<file path="config.mk">
export PLATFORM = sky130hd
export DESIGN_NAME = ring_decoder_flat
export DESIGN_NICKNAME = d
export VERILOG_FILES = /design/src/rtl/ring_decoder_if.sv /design/src/rtl/ring_decoder.sv /design/src/flat_wrapper.sv
export SDC_FILE = /design/constraint.sdc
export NUM_CORES = 1
export LEC_CHECK = 0
export ABC_CLOCK_PERIOD_IN_PS = 2700
export CAP_MARGIN = 40
export CORE_UTILIZATION = 48
export DETAILED_ROUTE_END_ITERATION = 8
export PLACE_DENSITY_LB_ADDON = 0.25
export SYNTH_ARGS = -nofsm -noshare
export SYNTH_HDL_FRONTEND = slang
export SYNTH_SLANG_ARGS = --single-unit
</file>
<file path="constraint.sdc">
create_clock -name clk -period 2.7 [get_ports clk]
set_input_delay 0.675 -clock clk [delete_from_list [all_inputs] [get_ports clk]]
set_output_delay 0.675 -clock clk [all_outputs]
set_load 0.02 [all_outputs]
</file>
<file path="src/rtl/ring_decoder_if.sv">
// ring_decoder_if: sample and result bundle for ring_decoder.
// The master side drives the ring samples and the sample strobe. The slave
// side (the decoder) returns position, lock status, error pulse and lap count.
interface ring_decoder_if #(
   parameter int LAP_W = 8
);
   logic [3:0]       ring_in;
   logic             in_en;
   logic [1:0]       idx;
   logic             locked;
   logic             err;
   logic [LAP_W-1:0] lap_count;

   modport master (
      output ring_in,
      output in_en,
      input  idx,
      input  locked,
      input  err,
      input  lap_count
   );

   modport slave (
      input  ring_in,
      input  in_en,
      output idx,
      output locked,
      output err,
      output lap_count
   );
endinterface

</file>
<file path="src/rtl/ring_decoder.sv">
// ring_decoder: tracks a right-rotating 4-bit one-hot ring counter.
// The decoder hunts for LOCK_CNT consecutive legal rotations
// (1000->0100->0010->0001->1000). Once locked, it reports the binary position
// of the active bit. Any break in the sequence drops lock with a one-cycle err
// pulse, and a repeated sample counts as a break, so a stalled ring is caught.
// All outputs are registered and reflect the sample taken at the previous edge.
// Optional feature: define RING_DECODER_LAP_CNT_EN to count completed laps
// (0001->1000 while locked). Without it, lap_count is tied to zero and no
// counter register exists.
module ring_decoder #(
   parameter int LOCK_CNT = 2,
   parameter int LAP_W    = 8
) (
   input logic            clk,
   input logic            rst,
   ring_decoder_if.slave  bus
);

   localparam int STREAK_W = 4;

   typedef enum logic {
      ST_HUNT,
      ST_LOCKED
   } state_t;

   state_t              state_q, state_d;
   logic [3:0]          prev_q, prev_d;
   logic                prev_vld_q, prev_vld_d;
   logic [STREAK_W-1:0] streak_q, streak_d;
   logic [1:0]          idx_q, idx_d;
   logic                locked_q, locked_d;
   logic                err_q, err_d;

   logic                sample_onehot;
   logic [3:0]          succ_pattern;
   logic                is_succ;
   logic [1:0]          sample_pos;
   logic [STREAK_W-1:0] streak_inc;
   logic                streak_done;

   // Classify the incoming sample against the last accepted pattern.
   // is_succ requires a valid history. A valid prev is always one-hot, so its
   // rotation is one-hot too, and an equal sample is legal by construction.
   always_comb begin
      sample_onehot = (bus.ring_in != 4'b0000) &&
                      ((bus.ring_in & (bus.ring_in - 4'd1)) == 4'b0000);
      succ_pattern  = {prev_q[0], prev_q[3:1]};
      is_succ       = prev_vld_q && (bus.ring_in == succ_pattern);
      streak_inc    = streak_q + 4'd1;
      streak_done   = (streak_inc == STREAK_W'(LOCK_CNT));
   end

   // Map the one-hot sample to its binary position (bit 3 is position 0).
   always_comb begin
      sample_pos = 2'd0;
      case (bus.ring_in)
         4'b1000: sample_pos = 2'd0;
         4'b0100: sample_pos = 2'd1;
         4'b0010: sample_pos = 2'd2;
         4'b0001: sample_pos = 2'd3;
         default: sample_pos = 2'd0;
      endcase
   end

   // Next-state logic for the hunt/lock FSM and its tracking registers.
   // With in_en low, every register holds its value and err stays low.
   always_comb begin
      state_d    = state_q;
      prev_d     = prev_q;
      prev_vld_d = prev_vld_q;
      streak_d   = streak_q;
      idx_d      = idx_q;
      locked_d   = locked_q;
      err_d      = 1'b0;

      if (bus.in_en) begin
         case (state_q)
            ST_HUNT: begin
               if (!sample_onehot) begin
                  streak_d   = '0;
                  prev_vld_d = 1'b0;
               end else if (is_succ) begin
                  prev_d   = bus.ring_in;
                  streak_d = streak_inc;
                  if (streak_done) begin
                     state_d  = ST_LOCKED;
                     locked_d = 1'b1;
                     idx_d    = sample_pos;
                  end
               end else begin
                  streak_d   = '0;
                  prev_d     = bus.ring_in;
                  prev_vld_d = 1'b1;
               end
            end

            ST_LOCKED: begin
               if (is_succ) begin
                  prev_d = bus.ring_in;
                  idx_d  = sample_pos;
               end else begin
                  err_d      = 1'b1;
                  locked_d   = 1'b0;
                  idx_d      = 2'd0;
                  state_d    = ST_HUNT;
                  streak_d   = '0;
                  prev_d     = bus.ring_in;
                  prev_vld_d = sample_onehot;
               end
            end

            default: begin
               state_d    = ST_HUNT;
               locked_d   = 1'b0;
               idx_d      = 2'd0;
               streak_d   = '0;
               prev_vld_d = 1'b0;
            end
         endcase
      end
   end

   // State register. Synchronous reset wins over any sample.
   always_ff @(posedge clk) begin
      if (rst) begin
         state_q    <= ST_HUNT;
         prev_q     <= 4'b0000;
         prev_vld_q <= 1'b0;
         streak_q   <= '0;
         idx_q      <= 2'd0;
         locked_q   <= 1'b0;
         err_q      <= 1'b0;
      end else begin
         state_q    <= state_d;
         prev_q     <= prev_d;
         prev_vld_q <= prev_vld_d;
         streak_q   <= streak_d;
         idx_q      <= idx_d;
         locked_q   <= locked_d;
         err_q      <= err_d;
      end
   end

   assign bus.idx    = idx_q;
   assign bus.locked = locked_q;
   assign bus.err    = err_q;

`ifdef RING_DECODER_LAP_CNT_EN
   logic [LAP_W-1:0] lap_q, lap_d;
   logic             lap_inc;

   // A lap completes on a legal 0001->1000 rotation while locked. The count
   // wraps naturally and survives loss of lock.
   always_comb begin
      lap_inc = bus.in_en && (state_q == ST_LOCKED) && is_succ &&
                (prev_q == 4'b0001);
      lap_d   = lap_q;
      if (lap_inc) begin
         lap_d = lap_q + 1'b1;
      end
   end

   // Lap counter register, cleared only by reset.
   always_ff @(posedge clk) begin
      if (rst) begin
         lap_q <= '0;
      end else begin
         lap_q <= lap_d;
      end
   end

   assign bus.lap_count = lap_q;
`else
   assign bus.lap_count = {LAP_W{1'b0}};
`endif

endmodule

</file>
<file path="src/flat_wrapper.sv">
// flat-port wrapper written by rule: the top's interface ports become plain ports
module ring_decoder_flat 
#(
   parameter int LOCK_CNT = 2,
   parameter int LAP_W    = 8
)
  (clk, rst, bus_ring_in, bus_in_en, bus_idx, bus_locked, bus_err, bus_lap_count);
  ring_decoder_if #(.LAP_W(LAP_W)) bus_i ();
  input logic clk;
  input logic rst;
  input wire logic [$bits(bus_i.ring_in)-1:0] bus_ring_in;
  input wire logic [$bits(bus_i.in_en)-1:0] bus_in_en;
  output wire logic [$bits(bus_i.idx)-1:0] bus_idx;
  output wire logic [$bits(bus_i.locked)-1:0] bus_locked;
  output wire logic [$bits(bus_i.err)-1:0] bus_err;
  output wire logic [$bits(bus_i.lap_count)-1:0] bus_lap_count;
  assign bus_i.ring_in = bus_ring_in;
  assign bus_i.in_en = bus_in_en;
  assign bus_idx = bus_i.idx;
  assign bus_locked = bus_i.locked;
  assign bus_err = bus_i.err;
  assign bus_lap_count = bus_i.lap_count;
  ring_decoder #(.LOCK_CNT(LOCK_CNT), .LAP_W(LAP_W)) u_core (.clk(clk), .rst(rst), .bus(bus_i));
endmodule
</file>
# [Word-level counts from Yosys, hierarchy flattened]
# Index checks and enable logic that the tools add are counted.
[totals] regBits=14 in_bits=7 output_inout_bits=12 word_cells=59
[op_classes] add_sub_neg=2 eq_ne=10 n_mux=27 n_bitwise=3 reduce_logical=10
[op_table] op="4-bit two-way mux" n=4
[op_table] op="4-bit case mux with 2 select lines" n=2
[op_table] op="1-bit two-way mux" n=12
[op_table] op="4-bit by 2-bit equality test with 1-bit output (second input constant)" n=2
[op_table] op="2-bit two-way mux" n=4
[op_table] op="2-bit by 1-bit != test with 1-bit output (second input constant)" n=3
[op_table] op="1-bit case mux with 2 select lines" n=3
[op_table] op="2-bit case mux with 3 select lines" n=1
[op_table] op="5-bit AND reduction" n=1
[op_table] op="4-bit by 1-bit adder with 4-bit output (second input constant)" n=1
[op_table] op="4-bit AND" n=1
[op_table] op="4-bit by 1-bit equality test with 1-bit output (second input constant)" n=1
[op_table] op="4-bit by 3-bit equality test with 1-bit output (second input constant)" n=1
[op_table] op="4-bit equality test" n=1
[op_table] op="4-bit logical NOT" n=1
[op_table] op="2-bit case mux with 2 select lines" n=1
[op_table] op="2-bit AND reduction" n=2
[op_table] op="4-bit AND reduction" n=1
[op_table] op="4-bit nonzero test" n=1
[op_table] op="4-bit by 1-bit subtractor with 4-bit output (second input constant)" n=1
[op_table] op="3-bit != test (second input constant)" n=1
[op_table] op="3-bit AND reduction" n=1
[op_table] op="3-bit OR reduction" n=1
[op_table] op="1-bit logical AND" n=2
[op_table] op="2 further kinds" n=3

# [Depth between registers and ports, before layout]
# Gate-level depths: netlist of run 1.
[logic_depth] depth_word=6 depth_mapped=7 mapped_depth_nobuf=6

# [Worst setup path after synthesis of run 1]
# Ideal clock, no wire load.
[synth_path] kind="input to register" from="input bus_ring_in[0]" to="register u_core.streak_q[0]" setup_ns=0.070 t_arrival_ns=2.269 required_time_ns=2.630 path_slack_ns=0.361 stages=6 path_buffers=2 path_cell_list="buf_6 > or4b_1 > a41o_1 > buf_6 > or4_1 > a21oi_1"
[synth_between] elab_chain_cells=6 elab_cells_between_ends=12 cone_classes="1 x add/sub; 2 x eq/ne; 3 x mux; 1 x bitwise; 5 x reduce/logical"
[synth_rtl] item="start: declaration" line="flat_wrapper.sv:11" text="input wire logic [$bits(bus_i.ring_in)-1:0] bus_ring_in;"
[synth_rtl] item="4-bit by 1-bit subtractor with 4-bit output" line="ring_decoder.sv:46" text="((bus.ring_in & (bus.ring_in - 4'd1)) == 4'b0000);"
[synth_rtl] item="4-bit AND" line="ring_decoder.sv:46"
[synth_rtl] item="4-bit logical NOT" line="ring_decoder.sv:46"
[synth_rtl] item="1-bit logical AND" line="ring_decoder.sv:45" text="sample_onehot = (bus.ring_in != 4'b0000) &&"
[synth_rtl] item="4-bit two-way mux" line="ring_decoder.sv:79" text="if (!sample_onehot) begin"
[synth_rtl] item="4-bit case mux with 2 select lines" line="ring_decoder.sv:77" text="case (state_q)"
[synth_rtl] item="end signal: assignment" line="ring_decoder.sv:137" text="streak_q <= streak_d;"
[synth_rtl] item="end: declaration" line="ring_decoder.sv:29" text="logic [STREAK_W-1:0] streak_q, streak_d;"
# Parallel ways exist; a longest one is shown, timed or not.
# A chain may end at the register's enable or synchronous reset.

# [Final worst setup path of run 1]
[layout_path] from="input bus_ring_in[1]" to="register u_core.streak_q[0]"
# Same word-level chain as after synthesis.

==> results of run 1 <==
[metal layers]
| metal | vias to the layer above | wire length (um) | track usage |
|---|---|---|---|
| met5 | - | 0 | 0 |
| met4 | 0 | 34 | 0.0909 |
| met3 | 5 | 67 | 0.0735 |
| met2 | 17 | 831 | 0.350 |
| met1 | 358 | 809 | 0.243 |
| li1 | 389 | - | - |
[state kept, by name, summed over array words and instances, names as in the netlist]
name               count
u_core.bus.locked      1
u_core.prev_vld_q      1
u_core.prev_q          4
u_core.bus.err         1
u_core.streak_q        4
u_core.state_q         1
u_core.bus.idx         2
[power breakdown]
group          switching, mW  internal [mW]  total (mW)  leakage (nW)
Combinational         0.0379         0.0300      0.0678         0.260
Sequential           0.00209          0.210       0.212         0.113
Clock                 0.0738         0.0823       0.156        0.0210
Total                  0.114          0.322       0.436         0.394
[kinds of logic after synthesis]
| family | Yosys count | share of synthesized area |
|---|---|---|
| other cells | 1 | 0.00436 |
| compound gates | 16 | 0.135 |
| simple gates | 38 | 0.253 |
| mux | 6 | 0.0698 |
| flops | 14 | 0.326 |
| buf+inv | 16 | 0.122 |
| xor+xnor | 6 | 0.0610 |
| fa+ha+maj | 2 | 0.0291 |
[placed cells by master (no fill, tap or decap), drive strengths merged]
master	count
a21oi	2
a221oi	1
a32oi	2
a41o	1
and2	1
and3	1
buf	9
clkbuf	4
clkdlybuf4s50	10
clkinv	1
conb	8
dfxtp	14
ha	2
inv	4
mux2i	6
nand2	5
nand2b	1
nand3	9
nand4	3
nand4b	1
nand4bb	1
nor2	5
nor3	3
nor4	1
o2111ai	2
o211ai	2
o21a	1
o21ai	3
o31ai	2
or2	1
or3	1
or3b	1
or4	2
or4b	2
xnor2	6
[metrics by stage]
step                       util  instances
after CTS                 0.649        142
after floorplan               -        106
after global placement    0.626        138
after detailed placement  0.626        138
after global routing      0.649        142
final                     0.649        142
[path summary, 6_finish.rpt]
kind                                    startpoint                 end  cells after the start
worst max-delay path                bus_ring_in[1]  u_core.streak_q[0]                      5
worst min-delay path            u_core.streak_q[3]  u_core.streak_q[3]                      1
worst max register to register  u_core.streak_q[0]      u_core.state_q                      6
worst min register to register  u_core.streak_q[3]  u_core.streak_q[3]                      1
[cell type report]
class	instances	share of cell area
clock buffers	4	0.0351
inverters	5	0.0181
multi-input cells	76	0.485
flip-flops and latches	14	0.271
well taps	24	0.0290
repair buffers	19	0.162
==> impl_metrics.toml, run 1 <==
[sta]
fin_crit_sh = 0.892
min_period_ns = 2.41
final.setup.tns_ns = 0
setup_ws_ns = 0.292
rsz0062_at_grt = "no"
setup-violations-final = 0
final_hold_viol_count = 0
slew_viol_final = 0
finClkSkew_ns = 0.0109
fmaxAchievable_mhz = 415
timing.hold.ws_ns = 0.479

[worst_setup_path]
crit_chain = "clkdlybuf4s50_1, or4b_1, a41o_1, or4_1, a21oi_1"
slowest_delay_ns = 0.53
cpMaxStageDelayCell = "or4b_1"
path_buf_inv = 1
crit_path_start_kind = "primary input"
critPathRequiredTime_ns = 2.91
cp-end-kind = "register"
cp_max_fo = 6
worstSetupPathType = "primary input to register"
cp_top_family = "simple AND/OR/NAND/NOR gates"
critPathArrivalTime_ns = 2.62
rrSetupSlack_ns = 0.84

[route]
vias_per_cell = 5.42
routed_wl_um = 1740
vias = 769
drc = 0
first_iter_violations = 12
dr.pass1.iters = 4
wl_per_cell_um = 12.3
antenna_left = 0

[power_and_ir_drop]
p_per_area_mw_per_mm2 = 421
power_uw = 436
peakVddDrop_mv = 0.344
power.leakage_nw = 0.394

[clock_network]
cts_made_buffers = 3
cts_buffer_depth = 2
clk_pin_slew_ns = 0.09
cts_hold_buffers = 0
ctsResizeCount = 0
root_buffer = "clkbuf_4"
clock_latency_ns = 0.29
cts_setup_buffers = 0
cts_tree = "done"
cts-htree-levels = 1
cts_sinks = 14

[finish]
antenna_cells = 0
fin_area_mm2 = 0.00103
drive_gt1_frac = 0.119
multi_input_area_um2 = 502
fillers = 141
area_delta_synth_final_pct = 20.2
layout.nets = 128
seq_area_um2 = 280

[job]
drv_cap = 0

[floorplanning]
start_util = 0.540
chipWidth_um = 44.4
ios = 19
core_area_mm2 = 0.00159
placementRows = 14
die_area_mm2 = 0.00197
die_y_um = 44.4

[logic_synthesis]
yosysSeqAreaShare = 0.326
synth_top_area_share = 0.326
syn_area_per_cell_um2 = 8.70
yosys-top-cells-count = "dfxtp_1 (14), nand3_1 (9), buf_4 (8), mux2i_1 (6), xnor2_1 (6)"
netlist_area_um2 = 861
yosys_warnings = 0
ys_ff_latch = 14
synthTopCellsByArea = "dfxtp_1 (33%), mux2i_1 (7.0%), buf_4 (7.0%)"
post-synth-top-count-cell = "dfxtp_1"
synth_cell_types = 35
synth_edf_count = 0
ys.flop_type = "dfxtp_1"
async_reset_ff_frac = 0
synthCells = 99
synth_top_cell_by_area = "dfxtp_1"

[placement]
io_buffer_count = 10
place_ws_ns = 0.00383
place.gp.congestion = 0.823
dpl.hpwl_um = 1290
placed_area_um2 = 998

[grt]
grt_max_degree = 13
grt_pass1_wl_um = 2970
grt_use_total = 0.210
grt_pass1_vias = 721
antenna_found_initial = 0
globalRouteOverflowTotal = 0

[hold_path]
hold_path.class = "register to register"

[outcome]
status = "complete, no violations"
No activity file was read; power rests on OpenSTA's default activity.
==> inputs of run 2 (changes only) <==
--- a/config.mk
+++ b/config.mk
@@ -5,9 +5,10 @@
 export SDC_FILE = /design/constraint.sdc
 export NUM_CORES = 1
 export LEC_CHECK = 0
+export ABC_AREA = 1
 export ABC_CLOCK_PERIOD_IN_PS = 2700
 export CAP_MARGIN = 40
-export CORE_UTILIZATION = 48
+export CORE_UTILIZATION = 49
 export DETAILED_ROUTE_END_ITERATION = 8
 export PLACE_DENSITY_LB_ADDON = 0.25
 export SYNTH_ARGS = -nofsm -noshare
==> run 2 against run 1 <==
Compared with the run above:
- utilization down 4.8 points
- maximum frequency increased by 18%
- global-route usage shrank 0.90 points
- worst hold slack got worse by 0.0066 ns
- area after synthesis grew 6.2%
- clock power hardly changed
- critical endpoint unchanged
- final area up 1.3%
- clock skew decreased by 0.0047 ns
==> impl_metrics.toml, run 2 <==
[logic_synthesis]
yosys-top-cells-count = "nand2_1 (29), inv_1 (22), dfxtp_1 (14), nor2_1 (14), a21oi_1 (13)"
netlist_area_um2 = 915
ys_ff_latch = 14
synth_top_family_by_area = "simple AND/OR/NAND/NOR gates"
synthTopCellsByArea = "dfxtp_1 (31%), nand2_1 (12%), inv_1 (9.0%)"
synth-compound-area-share = 0.133
synthCells = 142
post-synth-top-count-cell = "nand2_1"
syn_area_per_cell_um2 = 6.44
ys.flop_type = "dfxtp_1"
synth_fa_ha_area_frac = 0.0274
yosys-mux-area-fraction = 0
synth_edf_count = 0
synthXorXnorAreaFrac = 0.00958
async_reset_ff_frac = 0
yosysSeqAreaShare = 0.306
synthSimpleGateAreaFrac = 0.343
synth_top_area_share = 0.306
yosys_warnings = 0
synth_top_cell_by_area = "dfxtp_1"
synth_cell_types = 25

[finish]
area_delta_synth_final_pct = 14.6
layout_common_cells = "nand2_1 (29), inv_1 (22), nor2_1 (14), dfxtp_1 (14), a21oi_1 (13)"
drive_gt1_frac = 0.135
layout.nets = 165
seq_area_um2 = 280
mostFrequentLayoutCell = "nand2_1"
antenna_cells = 0
multi_input_area_um2 = 499
fillers = 178

[grt]
grt_pass1_vias = 725
grt_pass1_wl_um = 2980
grt_max_degree = 11
antenna_found_initial = 0
grt_use_total = 0.201
globalRouteOverflowTotal = 0

[sta]
final.setup.tns_ns = 0
fin_crit_sh = 0.756
final_hold_viol_count = 0
rsz0062_at_grt = "no"
slew_viol_final = 0
setup_ws_ns = 0.660
fmaxAchievable_mhz = 490
min_period_ns = 2.04
setup-violations-final = 0
finClkSkew_ns = 0.00612

[power_and_ir_drop]
p_int_uw = 320
p_per_area_mw_per_mm2 = 426
peakVddDrop_mv = 0.360
power.switching_uw = 126
clkPwrFrac = 0.345
sw_frac_of_total = 0.283
pwr-share-comb = 0.168
seqPwrFrac = 0.487
power.leakage_nw = 0.487

[route]
vias_per_cell = 4.76
wl_per_cell_um = 9.62
drc = 0
vias = 856
antenna_left = 0
dr.pass1.iters = 4
first_iter_violations = 12
routed_wl_um = 1730

[clock_network]
root_buffer = "clkbuf_4"
cts_tree = "done"
cts_setup_buffers = 0
clk_pin_slew_ns = 0.09
cts_buffer_depth = 2
cts_made_buffers = 3
cts_sinks = 14
ctsResizeCount = 0
clock_latency_ns = 0.28
cts-htree-levels = 1
cts_hold_buffers = 0

[placement]
io_buffer_count = 10
place.gp.congestion = 0.856
dpl.hpwl_um = 1360
place_ws_ns = 0.380

[worst_setup_path]
regToRegEndpoint = "u_core.bus.idx[1]"
endpoint = "u_core.streak_q[0]"
setup.worst_path.start = "bus_ring_in[1]"
cp_max_fo = 6
crit_path_start_kind = "primary input"
cp-end-kind = "register"
rrSetupSlack_ns = 1.17
critPathRequiredTime_ns = 2.88
reg2reg_from = "u_core.streak_q[0]"
worstSetupPathType = "primary input to register"
reg2regPathDepth = 11
critPathArrivalTime_ns = 2.22

[floorplanning]
core_area_mm2 = 0.00175
chipWidth_um = 45.2
ios = 19
placementRows = 15
die_area_mm2 = 0.00204
start_util = 0.524
die_y_um = 45.2

[outcome]
status = "complete, no violations"

[job]
drv_cap = 0

[hold_path]
hold_path.class = "register to register"
-- run 2: cell types whose count changed after synthesis, moves of 4 or more --
cell     before  now
mux2i_1       6    0
inv_1         4   22
nor2_2        0    4
xnor2_1       6    1
o21ai_0       3    8
nor2_1        5   14
a21oi_1       2   13
nand2_2       0    5
nand2_1       5   29
-- run 2: final cells by class --
type	instances	share of cell area
Inverter	26	0.0967
Multi-Input combinational cell	101	0.476
Tap cell	25	0.0298
Sequential cell	14	0.267
Clock buffer	4	0.0346
Timing Repair Buffer	10	0.0955
-- run 2: power groups by stage --
stage | logic [mW] | clock network, mW | registers [mW]
after CTS | 0.0749 | 0.161 | 0.217
after detailed placement | 0.0744 | 0 | 0.222
after floorplan | 0.0611 | 0 | 0.221
after global routing | 0.0854 | 0.172 | 0.218
after global placement | 0.0740 | 0 | 0.222
final | 0.0752 | 0.154 | 0.217
-- run 2: cell families (layout without fill, tap and decap cells) --
| group | after synthesis | after routing |
|---|---|---|
| buffers and inverters | 34 | 40 |
| adder cells (fa/ha/maj) | 2 | 2 |
| AO/OA/AOI/OAI | 23 | 23 |
| XOR/XNOR | 1 | 1 |
| AND/OR/NAND/NOR | 67 | 67 |
| flip-flops | 14 | 14 |
| other | 1 | 8 |
-- run 2: how the worst min path moves through the flow --
stage                              to              start  cells past startpoint
floorplan            u_core.prev_q[1]   u_core.prev_q[1]                      2
global placement    u_core.bus.locked  u_core.bus.locked                      2
detailed placement  u_core.bus.locked  u_core.bus.locked                      2
CTS                 u_core.bus.locked  u_core.bus.locked                      2
global route        u_core.bus.locked  u_core.bus.locked                      2
finish              u_core.bus.locked  u_core.bus.locked                      2
-- run 2: routing by layer --
| layer | global-route usage | wire length [um] | up-vias | share of wire |
|---|---|---|---|---|
| li1 | - | - | 455 | - |
| met1 | 0.272 | 831 | 380 | 0.48 |
| met2 | 0.304 | 808 | 19 | 0.47 |
| met3 | 0.0360 | 78 | 2 | 0.045 |
| met4 | 0.103 | 13 | 0 | 0.0075 |
| met5 | 0 | 0 | - | 0 |
-- run 2: worst max-delay path, stage by stage --
cell and delay (ns):
clkdlybuf4s50_1 0.51, inv_2 0.11, nand2_1 0.07, nand2_2 0.08, nor2_2 0.04, nand3_2 0.11, nor2_2 0.06, nor2_2 0.24
clkinv_2 0.15, a21oi_1 0.13, nor2_1 0.05
-- run 2: through the flow --
step / std cells / instance area [um^2] / power [mW] / hold slack (ns) / utilization
2_1_floorplan: 149 / 941 / 0.282 / 0.444 / -
3_3_place_gp: 176 / 1010 / 0.296 / 0.448 / 0.580
3_5_place_dp: 176 / 1010 / 0.297 / 0.461 / 0.580
4_1_cts: 180 / 1050 / 0.453 / 0.477 / 0.601
5_1_grt: 180 / 1050 / 0.476 / 0.512 / 0.601
6_report: 180 / 1050 / 0.446 / 0.472 / 0.601
==> inputs of run 3 (changes only) <==
--- a/config.mk
+++ b/config.mk
@@ -6,9 +6,9 @@
 export NUM_CORES = 1
 export LEC_CHECK = 0
 export ABC_AREA = 1
-export ABC_CLOCK_PERIOD_IN_PS = 2700
+export ABC_CLOCK_PERIOD_IN_PS = 1800
 export CAP_MARGIN = 40
-export CORE_UTILIZATION = 49
+export CORE_UTILIZATION = 45
 export DETAILED_ROUTE_END_ITERATION = 8
 export PLACE_DENSITY_LB_ADDON = 0.25
 export SYNTH_ARGS = -nofsm -noshare
==> constraint.sdc (replaced) <==
create_clock -name clk -period 1.8 [get_ports clk]
set_input_delay 0.45 -clock clk [delete_from_list [all_inputs] [get_ports clk]]
set_output_delay 0.45 -clock clk [all_outputs]
set_load 0.02 [all_outputs]
==> run 3 against run 2 <==
Compared with the run above:
- via count grew 4.4%
- critical endpoint is now bus_idx[0]
- sequential power up 51%
- largest cell class unchanged
- total power is 54% higher
- utilization increased by 3.0 points
- critical path depth decreased by 10
- worst setup slack lost 0.53 ns
- global-route usage up 0.47 points
==> impl_metrics.toml, run 3 (same netlist as run 2, synthesis figures left out) <==
[power_and_ir_drop]
p_per_area_mw_per_mm2 = 600
peakVddDrop_mv = 0.589
power.leakage_nw = 0.577

[job]
drv_cap = 0

[finish]
mostFrequentLayoutCell = "nand2_1"
area_delta_synth_final_pct = 25.6
layout_common_cells = "nand2_1 (29), inv_1 (22), dfxtp_1 (14)"
drive_gt1_frac = 0.200
layout.nets = 175
antenna_cells = 0
instances_no_fill = 190

[clock_network]
cts_sinks = 14
cts_buffer_depth = 2
clock_latency_ns = 0.28
cts_tree = "done"
cts_made_buffers = 3
clk_pin_slew_ns = 0.09
root_buffer = "clkbuf_4"
cts-htree-levels = 1
cts_hold_buffers = 0

[grt]
antenna_found_initial = 0
grt_pass1_vias = 770
grt_max_degree = 11
globalRouteOverflowTotal = 0
grt_pass1_wl_um = 3110
gr-usage-met2 = 0.347
grtUsageMet3 = 0.0615
use_met1 = 0.238
busiest_layer = "met2"
grt_use_total = 0.206

[outcome]
status = "complete, no violations"

[worst_setup_path]
crit_path_start_kind = "register"
worstSetupPathType = "register to primary output"
crit_chain = "clkdlybuf4s50_1"
cp-end-kind = "primary output"
critPathArrivalTime_ns = 1.22
cpMaxStageDelayCell = "clkdlybuf4s50_1"
cp_max_fo = 2
slowest_delay_ns = 0.60
path_buf_inv = 1
critPathRequiredTime_ns = 1.35
cp_top_family = "buffers and inverters"

[route]
antenna_left = 0
drc = 0
routed_wl_um = 1820
vias = 894
wl_per_cell_um = 9.59
first_iter_violations = 13
dr.pass1.iters = 4
vias_per_cell = 4.71

[floorplanning]
start_util = 0.502
die_area_mm2 = 0.00222
ios = 19
chipWidth_um = 47.1
core_area_mm2 = 0.00182
die_y_um = 47.1
placementRows = 15

[sta]
fmaxAchievable_mhz = 599
final_hold_viol_count = 0
setup-violations-final = 0
min_period_ns = 1.67
finClkSkew_ns = 0.00919
timing.hold.ws_ns = 0.460
fin_crit_sh = 0.928
rsz0062_at_grt = "no"
slew_viol_final = 0

[placement]
dpl.hpwl_um = 1460
place_inst = 186
io_buffer_count = 10
place.gp.congestion = 0.861

[hold_path]
hold_path.class = "register to register"
## run 3: changes by cell type in the layout (fill, tap and decap cells not counted), sizes merged
cell           change
clkdlybuf4s50      -4
dlymetal6s2s       +4
buf               +10
## run 3: area by class of cell
| cell class | count | area, um^2 |
|---|---|---|
| repair buffers | 20 | 185 |
| multi-input cells | 101 | 514 |
| inverters | 26 | 101 |
| flip-flops and latches | 14 | 280 |
| fillers | 179 | 672 |
| well taps | 25 | 31.3 |
| clock buffers | 4 | 36.3 |
## run 3: power by group
group	total [mW]	switching, mW	internal [mW]
Combinational	0.134	0.0803	0.0535
Clock	0.229	0.105	0.123
Sequential	0.327	0.00712	0.319
Total	0.689	0.193	0.496
## run 3: routing by layer
layer	wire length, um	vias to the layer above
li1	-	470
met3	67	6
met5	0	-
met2	895	14
met1	817	404
met4	43	0
## run 3: repair_timing
| item | 4_1_cts | 5_1_grt |
|---|---|---|
| setup buffers | 0 | 0 |
| gates resized for setup | 0 | 7 |
| setup endpoints to repair | 0 | 7 |
## run 3: final timing paths
kind / startpoint / to / slack, ns / cells after the start
worst max-delay path: u_core.bus.idx[0] / bus_idx[0] / 0.13 / 1
worst min-delay path: u_core.bus.locked / u_core.bus.locked / 0.46 / 2
worst max register to register: u_core.streak_q[0] / u_core.bus.idx[1] / 0.27 / 10
worst min register to register: u_core.bus.locked / u_core.bus.locked / 0.46 / 2
## run 3: metrics by stage
step | utilization | setup WS, ns | TNS, ns | total power [mW] | instance area, um^2
2_1_floorplan | - | 0.459 | 0 | 0.423 | 941
5_1_grt | 0.631 | 0.0406 | 0 | 0.727 | 1150
3_3_place_gp | 0.597 | -0.194 | -1.81 | 0.462 | 1090
4_1_cts | 0.617 | 0.0354 | 0 | 0.691 | 1120
6_report | 0.631 | 0.130 | 0 | 0.689 | 1150
3_5_place_dp | 0.597 | -0.262 | -2.36 | 0.464 | 1090
